**config.mk**
```make
export PLATFORM = sky130hd
export DESIGN_NAME = nds_fb_arbiter
export DESIGN_NICKNAME = d
export VERILOG_FILES = /design/src/rtl/nds_fb_pkg.sv /design/src/rtl/nds_wr_fifo.sv /design/src/rtl/nds_fb_arbiter.sv
export SDC_FILE = /design/constraint.sdc
export NUM_CORES = 1
export LEC_CHECK = 0
export CORE_UTILIZATION = 42
export DETAILED_ROUTE_END_ITERATION = 10
export DONT_BUFFER_PORTS = 1
export PLACE_DENSITY = 0.55
export SLEW_MARGIN = 30
export SYNTH_ARGS = -nofsm -noshare
export SYNTH_HDL_FRONTEND = slang
export SYNTH_SLANG_ARGS = --single-unit
```
**constraint.sdc**
```tcl
create_clock -name pixel_clk -period 10.19 [get_ports pixel_clk]
set_input_delay 2.038 -clock pixel_clk [delete_from_list [all_inputs] [get_ports pixel_clk]]
set_output_delay 2.038 -clock pixel_clk [all_outputs]
set_load 0.01 [all_outputs]
```
**src/rtl/nds_fb_pkg.sv**
```systemverilog
// Shared types and geometry for the NDS frame-buffer arbiter slice.
// Latency: n/a (definitions only).
// Backpressure: n/a (definitions only).
package nds_fb_pkg;

    // Native NDS screen geometry; the frame buffer holds one word per pixel.
    localparam int NDS_H    = 256;
    localparam int NDS_V    = 192;
    localparam int FB_WORDS = NDS_H * NDS_V;

    // One RGB666 pixel as stored in the frame buffer.
    typedef struct packed {
        logic [5:0] r;
        logic [5:0] g;
        logic [5:0] b;
    } pixel_t;

    // Frame-buffer word address.
    typedef logic [15:0] fb_addr_t;

    // What the registered op stage drives onto the BRAM port this cycle.
    typedef enum logic [1:0] {
        OP_IDLE  = 2'd0,
        OP_READ  = 2'd1,
        OP_WRITE = 2'd2
    } op_e;

endpackage

```
**src/rtl/nds_wr_fifo.sv**
```systemverilog
// Small synchronous FIFO holding {addr, data} capture writes.
// Latency: a pushed entry is visible at the head one cycle after the push.
// Backpressure: push is ignored when full unless a pop happens in the same cycle.
module nds_wr_fifo #(
    parameter int WIDTH = 34,
    parameter int DEPTH = 4
) (
    input  logic                     pixel_clk,
    input  logic                     reset_n,
    input  logic                     push,
    input  logic [WIDTH-1:0]         din,
    input  logic                     pop,
    output logic [WIDTH-1:0]         head,
    output logic                     full,
    output logic                     empty,
    output logic [$clog2(DEPTH):0]   level
);

    localparam int AW = $clog2(DEPTH);
    localparam logic [AW:0] FULL_LVL = (AW + 1)'(DEPTH);

    // Pointers carry one extra bit so full and empty are distinguishable.
    logic [AW:0]      wr_ptr;
    logic [AW:0]      rd_ptr;
    logic [WIDTH-1:0] mem [DEPTH];
    logic             do_push;
    logic             do_pop;

    assign level   = wr_ptr - rd_ptr;
    assign full    = (level == FULL_LVL);
    assign empty   = (wr_ptr == rd_ptr);
    assign do_pop  = pop && !empty;
    // When full, a simultaneous pop frees the slot being overwritten.
    assign do_push = push && (!full || do_pop);
    assign head    = mem[rd_ptr[AW-1:0]];

    // Storage array: written on push, no reset needed for the data itself.
    always_ff @(posedge pixel_clk) begin
        if (do_push) begin
            mem[wr_ptr[AW-1:0]] <= din;
        end
    end

    // Pointer update; reset empties the FIFO.
    always_ff @(posedge pixel_clk or negedge reset_n) begin
        if (!reset_n) begin
            wr_ptr <= '0;
            rd_ptr <= '0;
        end else begin
            if (do_push) begin
                wr_ptr <= wr_ptr + 1'b1;
            end
            if (do_pop) begin
                rd_ptr <= rd_ptr + 1'b1;
            end
        end
    end

endmodule

```
**src/rtl/nds_fb_arbiter.sv**
```systemverilog
// Shares the single-port frame-buffer BRAM between VGA reads and buffered capture writes.
// Latency: rd_valid/rd_data exactly 2 cycles after rd_req; writes reach BRAM >= 2 cycles after push.
// Backpressure: reads never stall; writes stall in the FIFO while reads run, drop when it is full.
module nds_fb_arbiter #(
    parameter int ADDR_W     = 16,
    parameter int DATA_W     = 18,
    parameter int FB_WORDS   = nds_fb_pkg::FB_WORDS,
    parameter int FIFO_DEPTH = 4
) (
    input  logic                          pixel_clk,
    input  logic                          reset_n,
    input  logic                          rd_req,
    input  logic [ADDR_W-1:0]             rd_addr,
    output logic                          rd_valid,
    output logic [DATA_W-1:0]             rd_data,
    input  logic                          wr_valid,
    output logic                          wr_ready,
    input  logic [ADDR_W-1:0]             wr_addr,
    input  logic [DATA_W-1:0]             wr_data,
    output logic                          bram_en,
    output logic                          bram_we,
    output logic [ADDR_W-1:0]             bram_addr,
    output logic [DATA_W-1:0]             bram_din,
    input  logic [DATA_W-1:0]             bram_dout,
    input  logic                          clr_status,
    output logic [$clog2(FIFO_DEPTH):0]   fifo_level,
    output logic                          wr_overflow,
    output logic                          addr_err,
    output logic [15:0]                   drop_cnt
);

    import nds_fb_pkg::*;

    localparam int ENT_W = ADDR_W + DATA_W;
    // One extra bit so the limit is representable even for a full address space.
    localparam logic [ADDR_W:0] FB_LIMIT = (ADDR_W + 1)'(FB_WORDS);

    // ---------------------------------------------------------------
    // Write side: range check, FIFO and drop detection
    // ---------------------------------------------------------------
    logic              rd_oor;
    logic              wr_oor;
    logic              wr_accept;
    logic              wr_drop;
    logic              fifo_push;
    logic              fifo_pop;
    logic              fifo_full;
    logic              fifo_empty;
    logic [ENT_W-1:0]  fifo_head;
    logic [ADDR_W-1:0] head_addr;
    logic [DATA_W-1:0] head_data;

    assign rd_oor    = ({1'b0, rd_addr} >= FB_LIMIT);
    assign wr_oor    = ({1'b0, wr_addr} >= FB_LIMIT);
    // Ready depends only on registered occupancy, never on this cycle's pop.
    assign wr_ready  = !fifo_full;
    assign wr_accept = wr_valid && wr_ready;
    assign wr_drop   = wr_valid && !wr_ready;
    // Out-of-range writes are handshaken but never stored.
    assign fifo_push = wr_accept && !wr_oor;

    assign {head_addr, head_data} = fifo_head;

    nds_wr_fifo #(
        .WIDTH (ENT_W),
        .DEPTH (FIFO_DEPTH)
    ) u_wr_fifo (
        .pixel_clk (pixel_clk),
        .reset_n   (reset_n),
        .push      (fifo_push),
        .din       ({wr_addr, wr_data}),
        .pop       (fifo_pop),
        .head      (fifo_head),
        .full      (fifo_full),
        .empty     (fifo_empty),
        .level     (fifo_level)
    );

    // ---------------------------------------------------------------
    // Op stage: one BRAM access per cycle, reads first
    // ---------------------------------------------------------------
    op_e               op_q;
    op_e               op_d;
    logic [ADDR_W-1:0] op_addr_q;
    logic [ADDR_W-1:0] op_addr_d;
    logic [DATA_W-1:0] op_din_q;
    logic [DATA_W-1:0] op_din_d;

    // Choose next op: a read always wins; an out-of-range read leaves the slot idle.
    always_comb begin
        op_d      = OP_IDLE;
        op_addr_d = '0;
        op_din_d  = '0;
        fifo_pop  = 1'b0;
        if (rd_req) begin
            if (!rd_oor) begin
                op_d      = OP_READ;
                op_addr_d = rd_addr;
            end
        end else if (!fifo_empty) begin
            op_d      = OP_WRITE;
            op_addr_d = head_addr;
            op_din_d  = head_data;
            fifo_pop  = 1'b1;
        end
    end

    // Op stage register; reset drops any access in flight.
    always_ff @(posedge pixel_clk or negedge reset_n) begin
        if (!reset_n) begin
            op_q      <= OP_IDLE;
            op_addr_q <= '0;
            op_din_q  <= '0;
        end else begin
            op_q      <= op_d;
            op_addr_q <= op_addr_d;
            op_din_q  <= op_din_d;
        end
    end

    assign bram_en   = (op_q != OP_IDLE);
    assign bram_we   = (op_q == OP_WRITE);
    assign bram_addr = op_addr_q;
    assign bram_din  = op_din_q;

    // ---------------------------------------------------------------
    // Read-valid pipeline: tracks each rd_req through the BRAM latency
    // ---------------------------------------------------------------
    logic rd_pend_q;
    logic rd_pend_oor_q;
    logic rd_valid_q;
    logic rd_zero_q;

    // Two-stage valid shift; out-of-range reads keep their slot but return zero.
    always_ff @(posedge pixel_clk or negedge reset_n) begin
        if (!reset_n) begin
            rd_pend_q     <= 1'b0;
            rd_pend_oor_q <= 1'b0;
            rd_valid_q    <= 1'b0;
            rd_zero_q     <= 1'b0;
        end else begin
            rd_pend_q     <= rd_req;
            rd_pend_oor_q <= rd_req && rd_oor;
            rd_valid_q    <= rd_pend_q;
            rd_zero_q     <= rd_pend_oor_q;
        end
    end

    // BRAM output register is used directly in the valid cycle.
    assign rd_valid = rd_valid_q;
    assign rd_data  = (rd_valid_q && !rd_zero_q) ? bram_dout : '0;

    // ---------------------------------------------------------------
    // Sticky status and drop counter
    // ---------------------------------------------------------------
    logic        addr_evt;
    logic        wr_overflow_q;
    logic        addr_err_q;
    logic [15:0] drop_cnt_q;

    assign addr_evt = (rd_req && rd_oor) || (wr_accept && wr_oor);

    // New errors take precedence over a same-cycle clear.
    always_ff @(posedge pixel_clk or negedge reset_n) begin
        if (!reset_n) begin
            wr_overflow_q <= 1'b0;
            addr_err_q    <= 1'b0;
            drop_cnt_q    <= '0;
        end else begin
            if (wr_drop) begin
                wr_overflow_q <= 1'b1;
                if (clr_status) begin
                    drop_cnt_q <= 16'd1;
                end else if (drop_cnt_q != 16'hFFFF) begin
                    drop_cnt_q <= drop_cnt_q + 16'd1;
                end
            end else if (clr_status) begin
                wr_overflow_q <= 1'b0;
                drop_cnt_q    <= '0;
            end
            if (addr_evt) begin
                addr_err_q <= 1'b1;
            end else if (clr_status) begin
                addr_err_q <= 1'b0;
            end
        end
    end

    assign wr_overflow = wr_overflow_q;
    assign addr_err    = addr_err_q;
    assign drop_cnt    = drop_cnt_q;

endmodule

```
==> results.txt, run 1 <==
Mapped Cells: 438
Dominant synthesized flop cell: edfxtp_1
Max Buffers Root-to-Sink: 2
Worst-margin pin slew: 0.932 ns
CTS H-tree depth: 4
Worst vdd ir: 0.176 mV
Placed cells: 651
Post-layout util: 0.477
Sequential Power Share: 0.510
Worst-skew pair later-pin latency: 0.42 ns
Slew Limit Headroom: 0.378
Drt wl/cell: 21.7 um
Post-CTS Resized: 0
CTS sink count: 200
Setup TNS: 0 ns
Int Power: 1.64 mW
Final #Nets: 523
Min-delay src: rd_pend_q
DRC: 0
Grt ovf: 0
TritonCTS Buffers: 17
Initial antenna violation count: 0
Clock share of power: 0.261
Slowest stage cell, crit path: dfrtp_4
Register Area: 5690 sq um
Register area share after synthesis: 0.731
Synthesized Nets: 520
Hold Path Class: register to register
Die height: 138 um
Final WL: 14800 um
Reg2reg setup slack: 6.64 ns
Syn_area_per_cell: 17.7 sq um
Layout cells sized above 1: 0.189
Crit path DAT: 2.29 ns
GRT Total Usage: 0.164
Switch share: 0.302
First-pass GRT wire length: 23300 um
Async set-reset flop share out of synthesis: 0.320
Max Cap Viol: 0
RSZ-0062 raised after global routing: no
Vias in the first global route: 4145
Critical path cell sequence: fa_1 -> xnor3_2 -> inv_1 -> nand3_1
I/O Buffers: 0
Crit path kind: register to output port
Worst r2r src: u_wr_fifo.rd_ptr[1]
Design area: 8600 sq um
IO Count: 150
Final setup fails: 0
Leakage: 3.08 nW
Period utilization: 0.425
Hold Path End: rd_valid
ANT cells: 0
Clock-pin slew on the worst setup and hold paths: 0.07 ns
Area delta synth->final: 10.6%
Fmax: 0.231 GHz
TritonRoute pass-1 iters: 6
Required @ worst endpoint: 8.15 ns
FP Rows: 49
Period minus WS final: 4.33 ns
Switching pwr: 712 uW
PwrDens: 274 nW/um^2
Root Driver: clkbuf_16
Dpl cell area: 8060 sq um
Final ANT Viol Nets: 0
Critical Path Start Type: register
Gate power share: 0.229
Crit path largest cell delay: 0.73 ns
Worst setup EP type: output port
Die ar.: 19100 sq um
Die X-Extent: 138 um
HPWL Detailed: 9050 um
Setup bufs post-CTS: 0
Hold buffers post-CTS: 0
Final Max Slew Viols: 0
Core ar.: 18000 sq um
R2r endpoint: u_wr_fifo.mem[0][19]
Hold Crit Depth: 0
Area of the multi-input gates: 1990 sq um
Synth Cell Area: 7770 sq um
Post-synth cell types: 41
Final Instance Count excl. Fillers: 683
Warnings from Yosys: 0
Largest net degree at the start of global routing: 65
Via count: 3814
Fillers: 1538
RePlAce Congestion: 0.791
Final hold violations: 0
Worst-path maximum fanout: 37
Iter 0 DRT Violations: 221
Initial Util: 0.431
CTS tree: built
Post-route clock skew: 0.00819 ns
R2R cell count: 7
Register bit total from synthesis: 200
Via density: 5.58
Number of flops mapped to enable cells by yosys: 136
Status: completed
==> how the worst max path moves through the flow <==
stage | start | endpoint | slack [ns] | cells after the start
floorplan | bram_dout[0] | rd_data[0] | 5.97 | 1
global placement | bram_dout[7] | rd_data[7] | 5.93 | 1
detailed placement | bram_dout[7] | rd_data[7] | 5.94 | 1
CTS | u_wr_fifo.rd_ptr[1] | wr_ready | 5.80 | 4
global route | u_wr_fifo.rd_ptr[1] | wr_ready | 5.73 | 4
finish | u_wr_fifo.rd_ptr[1] | wr_ready | 5.86 | 4
==> flip-flops by register name (all words and copies together), names as in the netlist <==
name              cells
u_wr_fifo.mem       136
op_q                  2
addr_err              1
wr_overflow           1
rd_pend_q             1
u_wr_fifo.rd_ptr      3
rd_zero_q             1
u_wr_fifo.wr_ptr      3
bram_din             18
bram_addr            16
drop_cnt             16
rd_pend_oor_q         1
rd_valid              1
==> cells by family after synthesis <==
group / after synthesis / share of synthesized area
flip-flops: 200 / 0.731
buffers and inverters: 34 / 0.0185
AND/OR/NAND/NOR: 102 / 0.0753
XOR/XNOR: 6 / 0.00869
adder cells (fa/ha/maj): 9 / 0.0155
AO/OA/AOI/OAI: 49 / 0.0464
multiplexers: 38 / 0.104
==> layout make-up <==
class | instances | area share
flip-flops and latches | 200 | 0.662
well taps | 229 | 0.0333
repair buffers | 5 | 0.00437
multi-input cells | 204 | 0.232
clock inverters | 13 | 0.0114
clock buffers | 19 | 0.0515
inverters | 13 | 0.00568
==> worst max-delay path: cells and delay by family (launching register included) <==
family	cells	cell delay, ns
flip-flops	1	0.73
adder cells (fa/ha/maj)	1	0.50
XOR/XNOR	1	0.27
AND/OR/NAND/NOR	1	0.23
buffers and inverters	1	0.15
==> metrics by stage <==
stage,setup slack [ns],hold slack (ns),power [mW]
after global routing,5.73,0.357,2.48
after global placement,5.93,0.334,1.77
after CTS,5.80,0.352,2.40
after detailed placement,5.94,0.337,1.78
final,5.86,0.349,2.36
after floorplan,5.97,0.331,1.61
==> power groups by stage <==
stage / registers, mW / logic, mW / clock network [mW]
after floorplan: 1.17 / 0.443 / 0
after global placement: 1.22 / 0.556 / 0
after detailed placement: 1.22 / 0.558 / 0
after CTS: 1.21 / 0.560 / 0.631
after global routing: 1.22 / 0.602 / 0.660
final: 1.20 / 0.540 / 0.614
==> synth_stat cells (2+ instances only) <==
cell type | count | share of area
a211oi_1 | 2 | 0.0019
dfrtp_1 | 64 | 0.21
and2_1 | 38 | 0.031
or4_1 | 4 | 0.0039
nor2_1 | 11 | 0.0053
and3_1 | 5 | 0.0040
xnor2_1 | 4 | 0.0045
o31a_1 | 2 | 0.0023
nor2b_1 | 5 | 0.0040
clkbuf_1 | 15 | 0.0072
nand3_1 | 13 | 0.0084
a31oi_1 | 4 | 0.0032
a22o_1 | 14 | 0.016
mux2_2 | 4 | 0.0058
and4_1 | 5 | 0.0056
ha_1 | 8 | 0.013
nand2_1 | 13 | 0.0063
o31ai_1 | 4 | 0.0039
inv_1 | 13 | 0.0063
nor4_1 | 2 | 0.0016
buf_2 | 5 | 0.0032
o21ai_0 | 5 | 0.0032
a21oi_1 | 8 | 0.0052
a2111oi_0 | 2 | 0.0023
edfxtp_1 | 136 | 0.53
mux4_2 | 34 | 0.099
nand4_1 | 3 | 0.0024
a31o_2 | 2 | 0.0023
==> per-layer routing <==
layer,share of wire,global-route usage
met5,0,0
met4,0.0082,0.0486
met3,0.070,0.0610
met2,0.51,0.276
met1,0.42,0.198
==> cell usage in the layout (no fill, tap or decap), types with 2 or more instances in the layout <==
cell	count
o21ai_0	5
and3_1	5
and4_1	5
clkinv_2	4
mux4_2	34
xnor2_1	4
nand2_1	13
ha_1	8
a31oi_1	3
a31o_2	2
and2_1	38
mux2_2	4
a22o_1	14
inv_6	3
nand4_1	3
or4_1	4
o31ai_1	4
clkbuf_16	17
a21oi_1	8
nand3_1	13
nor2_4	3
buf_4	5
nor4_1	2
edfxtp_1	136
dfrtp_1	62
inv_1	12
nor2b_1	5
nor2_1	8
a211oi_1	2
clkinvlp_4	3
o31a_1	2
a2111oi_0	2
Note: power is estimated with default switching activity, not from simulation.
==> inputs of run 2 (changes only) <==
==> constraint.sdc (replaced) <==
create_clock -name pixel_clk -period 4.5 [get_ports pixel_clk]
set_input_delay 0.9 -clock pixel_clk [delete_from_list [all_inputs] [get_ports pixel_clk]]
set_output_delay 0.9 -clock pixel_clk [all_outputs]
set_load 0.01 [all_outputs]
==> results.txt, run 2 (synthesis gave the netlist of run 1 again) <==
Area of the multi-input gates: 1990 sq um (unchanged)
Clock share of power: 0.265 (+0.004)
Final Instance Count excl. Fillers: 685 (+0.29%)
Int Power: 3.78 mW (+130%)
TritonRoute pass-1 iters: 4 (-2)
Final ANT Viol Nets: 0 (unchanged)
Critical Path Start Type: register
Post-route clock skew: 0.00712 ns (-0.00106 ns)
Hold Path Class: input pin to async pin
CTS sink count: 200 (unchanged)
ANT cells: 0 (unchanged)
Design area: 8630 sq um (+0.35%)
Die X-Extent: 138 um (unchanged)
First-pass GRT wire length: 23800 um (+2.0%)
Worst-skew pair later-pin latency: 0.42 ns (about the same)
CTS tree: built
Iter 0 DRT Violations: 197 (-11%)
Worst-path maximum fanout: 24 (-35%)
Post-CTS Resized: 0 (unchanged)
Hold buffers post-CTS: 0 (unchanged)
Initial Util: 0.431 (unchanged)
RSZ-0062 raised after global routing: no
Drt wl/cell: 21.8 um (+0.60%)
Most common cell after layout, fill and taps aside: edfxtp_1
FP Rows: 49 (unchanged)
Via count: 3787 (-0.71%)
Switching pwr: 1.60 mW (+130%)
Switch share: 0.298 (-0.00441)
I/O Buffers: 0 (unchanged)
Setup TNS: 0 ns (unchanged)
Final setup fails: 0 (unchanged)
Slew Limit Headroom: 0.412 (+0.0343)
Final Max Slew Viols: 0 (unchanged)
RePlAce Congestion: 0.816 (+3.2%)
Fmax: 0.297 GHz
Core ar.: 18000 sq um (unchanged)
Most frequent cells in the layout: edfxtp_1 (136), dfrtp_1 (62), and2_1 (38), mux4_2 (34), clkbuf_16 (18)
Final #Nets: 525 (+0.38%)
Crit path kind: register to register
Crit path DAT: 3.49 ns (+1.20 ns)
Clock-pin slew on the worst setup and hold paths: 0.07 ns (about the same)
TritonCTS Buffers: 17 (unchanged)
Register Area: 5690 sq um (about the same)
Setup bufs post-CTS: 0 (unchanged)
Via density: 5.53 (-1.0%)
Dpl cell area: 8060 sq um (about the same)
DRC: 0 (unchanged)
Leakage: 3.10 nW (+0.68%)
Vias in the first global route: 4106 (-0.94%)
Placed cells: 653 (+0.31%)
Layout cells sized above 1: 0.191 (+0.00136)
Max FFs per register: 136 (unchanged)
Period utilization: 0.747
Largest net degree at the start of global routing: 65 (unchanged)
Final WL: 15000 um (+0.90%)
IO Count: 150 (unchanged)
Worst-margin pin slew: 0.880 ns (-0.0514 ns)
Gate power share: 0.242 (+0.013)
Period minus WS final: 3.36 ns
Max Buffers Root-to-Sink: 2 (unchanged)
Grt ovf: 0 (unchanged)
Fillers: 1562 (+1.6%)
Area delta synth->final: 11.0%
Die height: 138 um (unchanged)
Final hold violations: 0 (unchanged)
Worst setup EP type: register
PwrDens: 624 nW/um^2 (+130%)
Sequential Power Share: 0.493 (-0.017)
Root Driver: clkbuf_16
Die ar.: 19100 sq um (unchanged)
GRT Total Usage: 0.167 (+0.00221)
Status: completed
CTS H-tree depth: 4 (unchanged)
Required @ worst endpoint: 4.63 ns (-3.52 ns)
Max Cap Viol: 0 (unchanged)
HPWL Detailed: 9340 um (+3.2%)
Initial antenna violation count: 0 (unchanged)
Worst vdd ir: 0.369 mV (+110%)
[run 2: cell count changes in the layout (fill, tap and decap cells not counted), sizes merged]
cell      before  now
inv           16   15
buf            5    7
clkinv         7    5
clkbuf        19   23
clkinvlp       3    2
[run 2: path summary, 6_finish.rpt]
check,startpoint,end,slack [ns],cells past startpoint
setup / recovery,u_wr_fifo.wr_ptr[0],u_wr_fifo.mem[0][4],1.14,9
hold / removal,reset_n,bram_din[17],0.17,0
setup reg to reg,u_wr_fifo.wr_ptr[0],u_wr_fifo.mem[0][4],1.14,9
hold reg to reg,rd_pend_q,rd_valid,0.35,0
max in group asynchronous,reset_n,bram_addr[10],4.21,0
min in group pixel_clk,rd_pend_q,rd_valid,0.35,0
[run 2: final cells by class]
class                           count  area share
Tap cell                          229      0.0332
Multi-Input combinational cell    204       0.231
Timing Repair Buffer                7     0.00609
Sequential cell                   200       0.659
Clock buffer                       23      0.0567
Clock inverter                      9     0.00798
Inverter                           13     0.00566
[run 2: routing by layer]
layer,vias up,track usage,share of wire
met5,-,0,0
met4,0,0.0503,0.013
met3,13,0.0578,0.071
met2,131,0.271,0.49
met1,1944,0.211,0.43
li1,1699,-,-
[run 2: worst max-delay path, cell delays in order (launching register included)]
cell and delay (ns):
dfrtp_1 0.41, inv_1 0.10, ha_1 0.20, fa_1 0.37, xnor3_2 0.26, inv_1 0.10
nand3_1 0.23, nand3_1 0.37, nor2_4 0.73, buf_4 0.29
[run 2: per-stage QoR]
stage                     hold WS (ns)  utilization  total power, mW  worst slack (ns)
after floorplan                  0.331            -             3.66             0.884
after global placement           0.336        0.447             4.03              1.12
after detailed placement         0.335        0.447             4.05              1.07
after CTS                        0.148        0.478             5.48              1.06
after global routing             0.141        0.479             5.68             0.829
final                            0.167        0.479             5.39              1.14
[run 2: power groups by stage]
stage / clock network [mW] / logic, mW / registers [mW]
after CTS: 1.46 / 1.35 / 2.66
after global routing: 1.52 / 1.46 / 2.69
after global placement: 0 / 1.34 / 2.69
after detailed placement: 0 / 1.35 / 2.70
final: 1.43 / 1.30 / 2.65
after floorplan: 0 / 1.00 / 2.65
